## config.mk

```make
export PLATFORM = sky130hd
export DESIGN_NAME = stall_pipe
export DESIGN_NICKNAME = d
export VERILOG_FILES = /design/src/rtl/stall_pipe_pkg.sv /design/src/rtl/stall_pipe_stage.sv /design/src/rtl/stall_pipe.sv
export SDC_FILE = /design/constraint.sdc
export NUM_CORES = 1
export LEC_CHECK = 0
export CELL_PAD_IN_SITES_DETAIL_PLACEMENT = 0
export CELL_PAD_IN_SITES_GLOBAL_PLACEMENT = 1
export CORE_UTILIZATION = 49
export DETAILED_ROUTE_END_ITERATION = 8
export GPL_ROUTABILITY_DRIVEN = 0
export PLACE_DENSITY_LB_ADDON = 0.1
export SLEW_MARGIN = 20
export SYNTH_ARGS = -nofsm -noshare
export SYNTH_HDL_FRONTEND = slang
export SYNTH_HIERARCHICAL = 1
export SYNTH_SLANG_ARGS = --single-unit
```

## constraint.sdc

```tcl
create_clock -name clk -period 7.8 [get_ports clk]
set_clock_uncertainty 0.15 [all_clocks]
set_input_delay 1.56 -clock clk [delete_from_list [all_inputs] [get_ports clk]]
set_output_delay 1.56 -clock clk [all_outputs]
set_load 0.005 [all_outputs]
```

## src/rtl/stall_pipe_pkg.sv

```systemverilog
`default_nettype none
// ============================================================================
//  Module   : stall_pipe_pkg
//  Purpose  : Shared constants and helpers for the elastic stall pipeline:
//             occupancy counter width and legal DEPTH range check.
//  Revision : 1.0 - initial release
// ============================================================================
package stall_pipe_pkg;

    localparam int MIN_DEPTH = 1;
    localparam int MAX_DEPTH = 16;

    // Width needed to count 0..depth valid stages.
    function automatic int occ_width(input int depth);
        return $clog2(depth + 1);
    endfunction

    // Elaboration-time legality test for the DEPTH parameter.
    function automatic bit depth_in_range(input int depth);
        return (depth >= MIN_DEPTH) && (depth <= MAX_DEPTH);
    endfunction

endpackage
`default_nettype wire

```

## src/rtl/stall_pipe_stage.sv

```systemverilog
`default_nettype none
// ============================================================================
//  Module   : pipe_stage
//  Purpose  : One slot of the elastic pipeline: a valid bit plus a WIDTH-bit
//             data register. The slot loads from its source whenever it is
//             empty or its successor will take the current word this cycle.
//  Ports    : clk, rst (async, active-high), flush (sync)
//             src_valid/src_data - word offered by the previous slot
//             rdy_next           - ready of the following slot (or out_ready)
//             v/d                - registered valid and data of this slot
//             rdy                - this slot can take a word this cycle
//  Options  : PIPE_DATA_CLR_EN - zero the data register whenever the slot
//             ends up empty (flush or drain without refill).
//  Revision : 1.0 - initial release
// ============================================================================
module pipe_stage
    import stall_pipe_pkg::*;
#(
    parameter int WIDTH = 32
) (
    input  logic             clk,
    input  logic             rst,
    input  logic             flush,
    input  logic             src_valid,
    input  logic [WIDTH-1:0] src_data,
    input  logic             rdy_next,
    output logic             v,
    output logic [WIDTH-1:0] d,
    output logic             rdy
);

    // An empty slot is always ready; a full one only if its word moves on.
    assign rdy = ~v | rdy_next;

    always_ff @(posedge clk or posedge rst) begin
        if (rst) begin
            v <= 1'b0;
            d <= '0;
        end else if (flush) begin
            v <= 1'b0;
`ifdef PIPE_DATA_CLR_EN
            d <= '0;
`endif
        end else if (rdy) begin
            v <= src_valid;
            if (src_valid) begin
                d <= src_data;
            end
`ifdef PIPE_DATA_CLR_EN
            else begin
                d <= '0;
            end
`endif
        end
    end

endmodule
`default_nettype wire

```

## src/rtl/stall_pipe.sv

```systemverilog
`default_nettype none
// ============================================================================
//  Module   : stall_pipe
//  Purpose  : Parametrised elastic register pipeline with per-stage valid
//             bits, valid/ready backpressure, bubble collapsing and a
//             synchronous flush. Full-throughput latency is DEPTH cycles.
//  Ports    : clk, rst (async, active-high), flush (sync, empties pipe)
//             in_valid/in_ready/in_data    - upstream handshake
//             out_valid/out_ready/out_data - downstream handshake
//             occupancy                    - number of valid stages
//  Options  : PIPE_DATA_CLR_EN - data of emptied stages is zeroed, so
//             out_data reads 0 whenever out_valid is 0.
//  Revision : 1.0 - initial release
// ============================================================================
module stall_pipe
    import stall_pipe_pkg::*;
#(
    parameter int WIDTH = 32,
    parameter int DEPTH = 4
) (
    input  logic                         clk,
    input  logic                         rst,
    input  logic                         flush,
    input  logic                         in_valid,
    output logic                         in_ready,
    input  logic [WIDTH-1:0]             in_data,
    output logic                         out_valid,
    input  logic                         out_ready,
    output logic [WIDTH-1:0]             out_data,
    output logic [occ_width(DEPTH)-1:0]  occupancy
);

    localparam int                 c_OCC_W    = occ_width(DEPTH);
    localparam bit                 c_DEPTH_OK = depth_in_range(DEPTH);
    localparam logic [c_OCC_W-1:0] c_OCC_ONE  = c_OCC_W'(1);

    if (!c_DEPTH_OK) begin : g_depth_check
        $error("stall_pipe: DEPTH must be within 1..16");
    end

    // Index 0 is the pipeline input; index i+1 is the output of stage i.
    logic [DEPTH:0] w_vs;
    logic [WIDTH-1:0] w_ds [DEPTH+1];
    logic w_in_xfer;
    logic w_out_xfer;
    logic [c_OCC_W-1:0] r_occ;

    assign w_vs[0] = in_valid & ~flush;
    assign w_ds[0] = in_data;

    genvar gi;
    for (gi = 0; gi < DEPTH; gi++) begin : g_stage
        logic w_rdy;
        logic w_rdy_nxt;

        // Ready ripples from the output back toward the input; each stage
        // owns its own net so the chain is not one self-referencing vector.
        if (gi == DEPTH - 1) begin : g_last
            assign w_rdy_nxt = out_ready;
        end else begin : g_inner
            assign w_rdy_nxt = g_stage[gi+1].w_rdy;
        end

        pipe_stage #(
            .WIDTH (WIDTH)
        ) u_stage (
            .clk       (clk),
            .rst       (rst),
            .flush     (flush),
            .src_valid (w_vs[gi]),
            .src_data  (w_ds[gi]),
            .rdy_next  (w_rdy_nxt),
            .v         (w_vs[gi+1]),
            .d         (w_ds[gi+1]),
            .rdy       (w_rdy)
        );
    end

    // Held low during reset so nothing is accepted into a pipe being cleared.
    assign in_ready  = g_stage[0].w_rdy & ~flush & ~rst;
    assign out_valid = w_vs[DEPTH];
    assign out_data  = w_ds[DEPTH];

    assign w_in_xfer  = in_valid & in_ready;
    assign w_out_xfer = out_valid & out_ready;

    // Words only enter at stage 0 and leave at the last stage, so tracking
    // the two handshakes keeps the count equal to the number of set v bits.
    always_ff @(posedge clk or posedge rst) begin
        if (rst) begin
            r_occ <= '0;
        end else if (flush) begin
            r_occ <= '0;
        end else if (w_in_xfer && !w_out_xfer) begin
            r_occ <= r_occ + c_OCC_ONE;
        end else if (w_out_xfer && !w_in_xfer) begin
            r_occ <= r_occ - c_OCC_ONE;
        end
    end

    assign occupancy = r_occ;

endmodule
`default_nettype wire

```

==> flow_summary.yaml <==
grt:
  pin_count_of_the_biggest_net_entering_global_routing: 29
  grt_first_pass_wirelength_um: 16370
  antenna_found_initial: 0
  globalRouteTotalUtil_pct: 20.22
  via_count_of_the_first_global_routing_pass: 3117
  grt_overflow_total: 0
detailed_routing:
  drt_iter0_markers: 42
  detail_route.wirelength_um: 9841
  ant_nets: 0
  drt_pre_antenna_iters: 4
  route.detailed.vias_per_inst: 5.021
  route.detailed.drc: 0
  detailroute.via_count: 2807
  post_drt_wl_per_cell_um: 17.60
timing:
  max_freq_ghz: 0.1870
  setup_violations: 0
  worstMarginPinSlew_ns: 0.9989
  min_period_ns: 5.347
  hold_ws_ns: 0.3486
  setup_repair_after_global_routing_missed_its_margin: "no"
  finalMaxSlewViolations: 0
  timing.final.hold_violations: 0
  timing.max_slew.rel_slack_pct: 33.33
  final_min_period_over_clock_period_pct: 68.56
  setup_total_negative_slack_ns: 0
setup_path:
  worst_r2r_endpoint: "occupancy[2]$_DFFE_PP0P_"
  worstPathCellList: "clkdlybuf4s50_1, nor2b_4, inv_1, nor2b_4, inv_1, nor2b_4, inv_1, nor2b_4, inv_1, nor3b_1, clkdlybuf4s50_1"
  timing.setup.critical_path_class: "primary input to output port"
  cp_max_fo: 4
  critPathSlowestCell: "sky130_fd_sc_hd__clkdlybuf4s50_1"
  critical_path.startpoint: "out_ready"
  crit_path_start_kind: "primary input"
  required_ns: 6.09
  critPathArrivalTime_ns: 3.64
  crit_path_end_kind: "output port"
  r2r_setup_slack_ns: 4.65
  worst_path_largest_cell_delay_ns: 0.49
  setup.worst_path.end: "in_ready"
  r2r_start: "g_stage[3].u_stage/v$_DFFE_PP0P_"
  r2r.worst_path.cells: 15
yosys:
  synth_xor_area_share_pct: 0.1649
  netlist_top_cells_area: "sky130_fd_sc_hd__dfrtp_1 64%, sky130_fd_sc_hd__mux2_2 28%, sky130_fd_sc_hd__buf_6 2.8%"
  netlist-cell-type-count: 16
  synth_sequential_area_ratio_pct: 63.60
  post_synthesis_mean_instance_area_sq_um: 16.44
  yosys.area.top_type_share_pct: 63.60
  yosys_warnings: 6
  synth-compound-area-share_pct: 0.09423
  synth_area_leader_cell: "sky130_fd_sc_hd__dfrtp_1"
  post_synth_mux_area_share_pct: 27.96
  synth_top_family_by_area: "multiplexers"
  synth-main-ff-cell: "sky130_fd_sc_hd__dfrtp_1"
  synth_cells: 323
  mappedNetlistNets: 361
  synth-edff-count: 0
  synthesis.area_sq_um: 5311
  post_synth_and_or_nand_nor_area_fraction_pct: 4.264
  postSynth.asyncResetShare_pct: 100.0
  synth.ff_latch_count: 135
  synthAdderAreaFrac_pct: 0.3769
cells_and_area:
  finalNonFillerCells: 559
  antenna_cells: 0
  final_layout_size_suffix_gt1_share_pct: 42.32
  final.fill_count: 791
  area_growth_syn_to_layout_pct: 26.76
  final_net_count: 448
  design_area_sq_um: 6733
die:
  design.portCount: 74
  floorplan.rows: 37
  die_width_um: 106.1
  die_y_um: 106.1
  placeableCoreArea_sq_um: 10420
  floorplan.initialDensity_pct: 50.99
  floorplan.die_area_sq_um: 11260
clock_network:
  clk_latency_ns: 0.52
  cts_hold_buffers: 0
  h_tree_levels: 4
  postCtsSetupBuffers: 0
  max-clock-path-buffers: 2
  path_clk_slew_ns: 0.06
  cts.root.buffer_cell: "sky130_fd_sc_hd__clkbuf_8"
  cts_resized: 0
  cts_made_buffers: 17
  cts_tree: "built"
  numClockSinks: 135
place:
  dp_hpwl_um: 6273
  port-buffer-count: 73
  placement.cell_area_sq_um: 6126
  dp_cells: 527
pwr:
  vdd_ir_drop_max_uv: 184.8
  report.power.total_mw: 2.034
  powerDensity_nw_per_um2: 302.2
  cellLeakagePower_nw: 2.992
run_status:
  run_status: "finished clean"
run:
  cap_violations: 0
min_path:
  worstHoldPathType: "register to register"
==> metal layers <==
metal	share of wire, %	track usage [%]
met2	49	30.43
met3	4.6	7.296
met5	0	0
met1	45	26.47
met4	1.4	8.631
==> kinds of logic (layout without fill, tap and decap cells) <==
kind of cell / after synthesis / count (layout)
fa+ha+maj: 1 / 1
xor+xnor: 1 / 1
flops: 135 / 135
mux: 132 / 132
buf+inv: 24 / 124
compound gates: 1 / 1
simple gates: 29 / 29
==> synthesized netlist by cell type (2+ instances only) <==
cell type                 number
sky130_fd_sc_hd__nor2b_1       2
sky130_fd_sc_hd__nor3b_4       4
sky130_fd_sc_hd__nor2_1       14
sky130_fd_sc_hd__dfrtp_1     135
sky130_fd_sc_hd__inv_1        11
sky130_fd_sc_hd__nand2_1       2
sky130_fd_sc_hd__buf_6        13
sky130_fd_sc_hd__nor2b_4       4
sky130_fd_sc_hd__mux2_2      131
==> power by group <==
group | leakage [nW] | switching, mW | internal [mW]
Clock | 0.307 | 0.281 | 0.526
Sequential | 1.71 | 0.0841 | 0.872
Combinational | 0.971 | 0.0826 | 0.189
==> cells in the final DEF (no fill, tap or decap) <==
cell | netlist | routed
sky130_fd_sc_hd__mux2_2 | 131 | 131
sky130_fd_sc_hd__and3b_2 | 1 | 1
sky130_fd_sc_hd__clkbuf_1 | 0 | 1
sky130_fd_sc_hd__dfrtp_1 | 135 | 135
sky130_fd_sc_hd__nor2b_1 | 2 | 2
sky130_fd_sc_hd__a21oi_1 | 1 | 1
sky130_fd_sc_hd__bufinv_16 | 0 | 3
sky130_fd_sc_hd__mux2i_1 | 1 | 1
sky130_fd_sc_hd__and3_1 | 1 | 1
sky130_fd_sc_hd__nor3b_1 | 1 | 1
sky130_fd_sc_hd__fa_1 | 1 | 1
sky130_fd_sc_hd__xor2_1 | 1 | 1
sky130_fd_sc_hd__inv_1 | 11 | 7
sky130_fd_sc_hd__nor2_1 | 14 | 14
sky130_fd_sc_hd__nand2_1 | 2 | 2
sky130_fd_sc_hd__clkbuf_16 | 0 | 16
sky130_fd_sc_hd__nor2b_4 | 4 | 4
sky130_fd_sc_hd__nor3b_4 | 4 | 4
sky130_fd_sc_hd__buf_4 | 0 | 8
sky130_fd_sc_hd__clkdlybuf4s50_1 | 0 | 73
sky130_fd_sc_hd__clkbuf_8 | 0 | 6
sky130_fd_sc_hd__clkinv_2 | 0 | 6
sky130_fd_sc_hd__clkinv_1 | 0 | 4
==> worst min path at each step <==
stage,start,end,slack [ns],cells after the start
floorplan,g_stage[0].u_stage/d[0]$_DFFE_PP0P_,g_stage[0].u_stage/d[0]$_DFFE_PP0P_,0.32,1
global placement,g_stage[1].u_stage/d[9]$_DFFE_PP0P_,g_stage[2].u_stage/d[9]$_DFFE_PP0P_,0.33,1
detailed placement,g_stage[1].u_stage/d[3]$_DFFE_PP0P_,g_stage[2].u_stage/d[3]$_DFFE_PP0P_,0.34,1
CTS,g_stage[2].u_stage/d[18]$_DFFE_PP0P_,g_stage[3].u_stage/d[18]$_DFFE_PP0P_,0.35,1
global route,g_stage[0].u_stage/d[4]$_DFFE_PP0P_,g_stage[0].u_stage/d[4]$_DFFE_PP0P_,0.36,1
finish,g_stage[1].u_stage/d[3]$_DFFE_PP0P_,g_stage[2].u_stage/d[3]$_DFFE_PP0P_,0.35,1
==> worst max-delay path: cells and delay by family <==
| family | cells | cell delay (ns) |
|---|---|---|
| and+or+nand+nor | 5 | 0.78 |
| buffers and inverters | 6 | 1.28 |
==> sequential cells by signal, indices dropped and copies added, names as in the netlist <==
name / flops
g_stage.u_stage/d: 128
g_stage.u_stage/v: 4
occupancy: 3
==> metrics by stage <==
| stage | util [%] | setup slack [ns] |
|---|---|---|
| detailed placement | 58.81 | 2.445 |
| floorplan | - | 3.552 |
| CTS | 64.64 | 2.436 |
| finish | 64.64 | 2.453 |
| global placement | 58.81 | 2.476 |
| global route | 64.64 | 2.333 |
==> area by class of cell <==
class                   instances  area, sq um  area share (%)
clock buffers                  23        486.7           7.229
clock inverters                 9        120.1           1.784
inverters                      11        41.29          0.6133
multi-input cells             164         1745           25.92
flip-flops and latches        135         3378           50.18
well taps                     136        170.2           2.527
repair buffers                 81        790.8           11.75
Note: power is estimated with default switching activity, not from simulation.
